<file path="src/rtl/lsu_byte_serial.sv">
// ---------------------------------------------------------------------------
// lsu_byte_serial
//
// Load/store unit that sits between the memory stage of the datapath and a
// byte-wide data memory. Each accepted request is broken into 1, 2 or 4
// single-byte accesses in little-endian order. Loads are assembled byte by
// byte and then sign- or zero-extended according to func3. Because every
// access is a single byte, a misaligned address needs no special treatment.
//
// Optional build macro: LSU_MISALIGN_TRAP_EN
//   When defined, an extra output err is added. A misaligned halfword or word
//   request is then rejected without touching memory, and err is raised in
//   its response cycle.
//
// Ports
//   clk, rst     rising-edge clock, synchronous active-low reset
//   req_*        request channel from the core (valid/ready)
//   resp_valid   one-cycle completion pulse
//   resp_rdata   extended load data (0 for stores and rejected requests)
//   err          (LSU_MISALIGN_TRAP_EN only) misalignment flag, valid with resp
//   busy         stall to the core, the inverse of req_ready
//   mem_*        byte-wide memory port; mem_rdata is combinational on mem_addr
//   state_dbg    current FSM state, for checkers and debug
//
// Request handshake: a request is accepted on a rising edge where
// req_valid & req_ready are both 1. req_ready is 1 only in IDLE and does not
// depend on req_valid. While the unit is busy the request inputs are ignored
// entirely; they are sampled only at the accepting edge.
// ---------------------------------------------------------------------------
module lsu_byte_serial #(
  parameter int ADDR_W = 8,
  parameter int XLEN   = 32
) (
  input  logic              clk,
  input  logic              rst,
  input  logic              req_valid,
  output logic              req_ready,
  input  logic              req_we,
  input  logic [2:0]        req_func3,
  input  logic [ADDR_W-1:0] req_addr,
  input  logic [XLEN-1:0]   req_wdata,
  output logic              resp_valid,
  output logic [XLEN-1:0]   resp_rdata,
`ifdef LSU_MISALIGN_TRAP_EN
  output logic              err,
`endif
  output logic              busy,
  output logic [ADDR_W-1:0] mem_addr,
  output logic              mem_we,
  output logic [7:0]        mem_wdata,
  input  logic [7:0]        mem_rdata,
  output logic [1:0]        state_dbg
);

  typedef enum logic [1:0] {
    S_IDLE   = 2'd0,
    S_ACCESS = 2'd1,
    S_RESP   = 2'd2
  } state_t;

  state_t state_q;
  state_t state_d;

  // Captured request
  logic [ADDR_W-1:0] addr_q;
  logic [XLEN-1:0]   wdata_q;
  logic [2:0]        func3_q;
  logic              we_q;

  // Byte index inside the current operation and the load assembly register
  logic [1:0]        cnt_q;
  logic [XLEN-1:0]   asm_q;
  logic [XLEN-1:0]   asm_d;

  // Memory port values kept after ACCESS ends so the port does not glitch
  logic [ADDR_W-1:0] mem_addr_hold_q;
  logic [7:0]        mem_wdata_hold_q;

  logic              err_q;

  logic              handshake;
  logic              req_ok;
  logic              req_trap;
  logic [1:0]        last_idx;
  logic              last_byte;
  logic              in_access;
  logic [ADDR_W-1:0] acc_addr;
  logic [7:0]        acc_wdata;

  // Legal requests: b/h/w for both directions, bu/hu for loads only.
  function automatic logic func3_legal(input logic we, input logic [2:0] f3);
    logic ok;
    case (f3)
      3'b000, 3'b001, 3'b010: ok = 1'b1;
      3'b100, 3'b101:         ok = ~we;
      default:                ok = 1'b0;
    endcase
    return ok;
  endfunction

  function automatic logic [XLEN-1:0] extend(input logic [2:0] f3,
                                             input logic [XLEN-1:0] v);
    logic [XLEN-1:0] r;
    case (f3)
      3'b000:  r = {{(XLEN-8){v[7]}}, v[7:0]};
      3'b100:  r = {{(XLEN-8){1'b0}}, v[7:0]};
      3'b001:  r = {{(XLEN-16){v[15]}}, v[15:0]};
      3'b101:  r = {{(XLEN-16){1'b0}}, v[15:0]};
      3'b010:  r = v;
      default: r = '0;
    endcase
    return r;
  endfunction

  assign req_ready = (state_q == S_IDLE);
  assign busy      = ~req_ready;
  assign handshake = req_valid & req_ready;
  assign in_access = (state_q == S_ACCESS);
  assign state_dbg = state_q;

`ifdef LSU_MISALIGN_TRAP_EN
  assign req_trap = ((req_func3[1:0] == 2'b01) && req_addr[0]) ||
                    ((req_func3[1:0] == 2'b10) && (req_addr[1:0] != 2'b00));
  assign err      = err_q & (state_q == S_RESP);
`else
  assign req_trap = 1'b0;
`endif

  assign req_ok = func3_legal(req_we, req_func3) & ~req_trap;

  // Index of the final byte: 0 for byte, 1 for halfword, 3 for word.
  always_comb begin
    last_idx = 2'd3;
    case (func3_q[1:0])
      2'b00:   last_idx = 2'd0;
      2'b01:   last_idx = 2'd1;
      default: last_idx = 2'd3;
    endcase
  end

  assign last_byte = (cnt_q == last_idx);

  // Byte k of the operation goes to addr_q + k; the sum wraps naturally
  // at ADDR_W bits.
  assign acc_addr  = addr_q + ADDR_W'(cnt_q);
  assign acc_wdata = wdata_q[{cnt_q, 3'b000} +: 8];

  assign mem_addr  = in_access ? acc_addr  : mem_addr_hold_q;
  assign mem_wdata = in_access ? acc_wdata : mem_wdata_hold_q;
  assign mem_we    = in_access & we_q;

  assign resp_valid = (state_q == S_RESP);

  // Assembly register with the byte arriving this cycle merged in, so the
  // final byte can feed the extension logic in the same cycle.
  always_comb begin
    asm_d = asm_q;
    asm_d[{cnt_q, 3'b000} +: 8] = mem_rdata;
  end

  // State register
  always_ff @(posedge clk) begin
    if (!rst) begin
      state_q <= S_IDLE;
    end else begin
      state_q <= state_d;
    end
  end

  // Next-state logic
  always_comb begin
    state_d = state_q;
    case (state_q)
      S_IDLE: begin
        if (handshake) begin
          state_d = req_ok ? S_ACCESS : S_RESP;
        end
      end
      S_ACCESS: begin
        if (last_byte) begin
          state_d = S_RESP;
        end
      end
      S_RESP:  state_d = S_IDLE;
      default: state_d = S_IDLE;
    endcase
  end

  // Datapath registers
  always_ff @(posedge clk) begin
    if (!rst) begin
      addr_q           <= '0;
      wdata_q          <= '0;
      func3_q          <= '0;
      we_q             <= 1'b0;
      cnt_q            <= '0;
      asm_q            <= '0;
      resp_rdata       <= '0;
      mem_addr_hold_q  <= '0;
      mem_wdata_hold_q <= '0;
      err_q            <= 1'b0;
    end else begin
      case (state_q)
        S_IDLE: begin
          if (handshake) begin
            addr_q  <= req_addr;
            wdata_q <= req_wdata;
            func3_q <= req_func3;
            we_q    <= req_we;
            cnt_q   <= '0;
            asm_q   <= '0;
            err_q   <= req_trap;
            // Rejected requests skip ACCESS, so their zero response is
            // loaded here.
            if (!req_ok) begin
              resp_rdata <= '0;
            end
          end
        end
        S_ACCESS: begin
          mem_addr_hold_q  <= acc_addr;
          mem_wdata_hold_q <= acc_wdata;
          if (!we_q) begin
            asm_q <= asm_d;
          end
          if (last_byte) begin
            resp_rdata <= we_q ? '0 : extend(func3_q, asm_d);
          end else begin
            cnt_q <= cnt_q + 2'd1;
          end
        end
        default: begin
        end
      endcase
    end
  end

endmodule

</file>
<file path="config.mk">
export PLATFORM = sky130hd
export DESIGN_NAME = lsu_byte_serial
export DESIGN_NICKNAME = d
export VERILOG_FILES = /design/src/rtl/lsu_byte_serial.sv
export SDC_FILE = /design/constraint.sdc
export NUM_CORES = 1
export LEC_CHECK = 0
export ABC_AREA = 0
export ABC_CLOCK_PERIOD_IN_PS = 4000
export BUFFER_PORTS_ARGS = -buffer_cell sky130_fd_sc_hd__buf_4
export CAP_MARGIN = 30
export CORE_MARGIN = 5
export CORE_UTILIZATION = 62
export CTS_BUF_LIST = sky130_fd_sc_hd__clkbuf_4
export DETAILED_ROUTE_END_ITERATION = 6
export GPL_TIMING_DRIVEN = 0
export MAX_ROUTING_LAYER = met4
export PLACE_DENSITY_LB_ADDON = 0.05
export SYNTH_ARGS = -nofsm -noshare
export SYNTH_HDL_FRONTEND = slang
export SYNTH_SLANG_ARGS = --single-unit
</file>
<file path="constraint.sdc">
create_clock -name clk -period 4 [get_ports clk]
set_input_delay 0.2 -clock clk [delete_from_list [all_inputs] [get_ports clk]]
set_output_delay 0.2 -clock clk [all_outputs]
set_load 0.01 [all_outputs]
</file>
==> flow_summary.toml <==
[sta]
setup_viol = 0
rsz0062_at_grt = "false"
finalHoldViolCount = 0
max_freq_ghz = 0.292
setup-tns-final_ps = 0
slew_headroom = 0.474
period_share = 0.857
tightest_slew_ps = 788
finalCriticalPeriod_ps = 3430
fin_skew_ps = 25.6
drv_slew = 0

[routing]
drt-initial-drc-count = 501
viasPerCell = 6.28
first_pass_iters = 7
drt_wl_total_mm = 19.0
ant_nets = 0
drc_errors = 4
via_count = 6075
wl_per_cell_microns = 19.6

[die]
die_y_microns = 107
die_area_sq_um = 11300
start_util = 0.631
die_w_microns = 107
coreArea_sq_um = 9150
io_pins = 109
row_count = 35

[clock_network]
cts-root-buf = "clkbuf_4"
cts.clk_slew.worst_paths_ps = 120
ctsResizeCount = 0
cts.path.max_buffers = 2
ctsHtreeMaxLevel = 4
cts_buffers = 17
cts_tree = "done"
cts.sinks = 128
clock_latency_ps = 580
cts_setup_buffers = 0

[power]
comb_power_share = 0.179
p_seq_frac = 0.502
power.density_nw_per_um2 = 362
leakage_uw = 0.00298
p_int_uw = 1850
p_clk_frac = 0.320
netSwitchingPower_uw = 865
ir_drop_v = 0.000228
p_sw_frac = 0.318

[synthesis]
syn_area_sq_um = 5770
synth_top_area_share = 0.444
synthTopCellsByArea = "dfxtp_1 44%, nand2_1 8.6%, a21oi_1 5.8%"
syn_avg_cell_area_sq_um = 8.67
synth_edf_count = 0
ys_async_sr_fraction = 0
ys_warn_count = 0
ys.flop_type = "dfxtp_1"
ys_seq_elements = 128
synth_cell_types = 55
synth_nets = 729
yosysTopAreaCell = "dfxtp_1"
synthCells = 666
synth_seq_area_share = 0.444

[worst_setup_path]
critical_path_class = "register to register"
worstPathArrival_ps = 3930
r2r-start = "cnt_q[0]$_SDFFE_PN0P_"
slowest_stage = "nor4bb_1"
required_ps = 4510
start_kind = "register"
cp_max_fo = 10
worstSetupEndpointType = "register"
worstSetupStartpoint = "cnt_q[0]$_SDFFE_PN0P_"
crit_chain = "buf_6, clkbuf_1, inv_1, ha_1, nor4bb_1, nand2_1, o221ai_1, a22o_1"
cpPeakStageDelay_ps = 670

[layout]
drive_above_1_share = 0.194
num-fill-cells = 544
syn_to_final_growth_pct = 29.9
multi_input_area_sq_um = 2920
fin_nets = 907
postLayoutCoreUtil = 0.820
regArea_sq_um = 2560
antennaDiodeCount = 0

[status]
violations = "design-rule violations"
outcome = "complete, but fails checks"

[place]
gp_congestion = 0.955
portBuffers = 108
hpwl_mm = 11.8

[global_route]
grt_usage = 0.348
first_global_vias = 6251
grt_antenna_before_repair = 0
grt_max_degree = 17
grt_pass1_wl_mm = 30.5
overflow = 0

[min_path]
hp-start = "mem_rdata[6]"
hold_path_class = "input pin to register"

[flow_run]
maxCapViolCount = 0
-- state kept, by name, summed over array words and instances, names as in the netlist, 2 cells and up --
signal / count
asm_q: 32
state_dbg: 2
mem_wdata_hold_q: 8
resp_rdata: 32
mem_addr_hold_q: 8
func3_q: 3
addr_q: 8
wdata_q: 32
cnt_q: 2
-- power by group through the flow --
stage | Clock (uW) | Sequential, uW | Combinational (uW)
floorplan | 0 | 1380 | 256
global placement | 0 | 1380 | 408
detailed placement | 0 | 1390 | 419
CTS | 857 | 1360 | 461
global route | 922 | 1370 | 522
finish | 869 | 1360 | 485
-- cell usage in the layout (no fill, tap or decap), types with 15 or more instances in the layout --
| cell type | n |
|---|---|
| nor2_1 | 41 |
| dlygate4sd3_1 | 51 |
| clkbuf_4 | 18 |
| a21oi_1 | 67 |
| clkbuf_1 | 44 |
| a22o_1 | 22 |
| buf_4 | 108 |
| a22oi_1 | 24 |
| inv_1 | 19 |
| nand2_1 | 132 |
| a211oi_1 | 15 |
| dfxtp_1 | 128 |
-- timing repair --
item / in CTS / in global routing
endpoints found under the setup margin: 0 / 0
hold endpoints to repair: 58 / 0
hold buffers: 51 / 0
-- synth_stat cells (3+ instances only) --
cell	instances
or2_2	3
a211oi_1	15
o221ai_1	12
buf_6	3
o21ai_0	8
a22oi_1	24
nand3_1	8
nor3b_1	5
a31o_2	7
a22o_1	22
o2bb2ai_1	7
nor2b_1	13
buf_1	5
clkbuf_1	44
inv_1	19
nand2b_1	3
a32oi_1	7
nor2_1	41
mux4_2	8
nand2_1	132
a31oi_1	3
a21oi_1	67
and2_1	8
o211ai_1	4
o22ai_1	9
ha_1	7
a32o_1	3
and3b_1	14
dfxtp_1	128
a2bb2oi_1	7
-- per-layer routing --
metal	vias up	wire, microns	track usage
li1	2749	-	-
met1	2833	7250	0.400
met2	398	9180	0.567
met3	95	1660	0.0789
met4	0	871	0.189
met5	-	0	-
-- final cells by class --
| class | instances | area share |
|---|---|---|
| clock inverters | 14 | 0.0177 |
| well taps | 111 | 0.0185 |
| plain buffers | 52 | 0.0290 |
| clock buffers | 18 | 0.0180 |
| repair buffers | 159 | 0.176 |
| flip-flops and latches | 128 | 0.342 |
| inverters | 20 | 0.0100 |
| multi-input cells | 466 | 0.389 |
-- kinds of logic after synthesis --
logic type | count (synthesis) | synth area share
AOI/OAI and AO/OA | 201 | 0.245
adders and majority gates | 8 | 0.0186
DFF | 128 | 0.444
muxes | 9 | 0.0329
xor gates and xnor gates | 4 | 0.00607
buffers and inverters | 72 | 0.0507
and+or+nand+nor | 244 | 0.203
-- worst max-delay path: cells and delay by family, from the launching register on --
family	cells	cell delay, ps
and+or+nand+nor	2	1010
adders and majority gates	1	480
buffers and inverters	3	980
DFF	1	450
AOI/OAI and AO/OA	2	450
-- metrics by stage --
step | setup WS (ps) | cells | power, uW | hold slack (ps) | cell area (sq um)
after floorplan | 1310 | 666 | 1640 | 336 | 5770
after global placement | 771 | 885 | 1790 | 439 | 6720
after detailed placement | 708 | 885 | 1810 | 447 | 6720
after CTS | 685 | 968 | 2670 | 63.4 | 7500
after global routing | 376 | 968 | 2810 | 85.4 | 7500
final | 573 | 968 | 2720 | 82.7 | 7500
-- path summary, 6_finish.rpt --
check | endpoint | slack [ps] | cells after the start
hold reg to reg | wdata_q[7]$_SDFFE_PN0P_ | 470 | 2
hold / removal | asm_q[14]$_SDFFE_PN0P_ | 80 | 4
setup reg to reg | resp_rdata[17]$_SDFFE_PN0P_ | 570 | 8
setup / recovery | resp_rdata[17]$_SDFFE_PN0P_ | 570 | 8
Note: power is estimated with default switching activity, not from simulation.
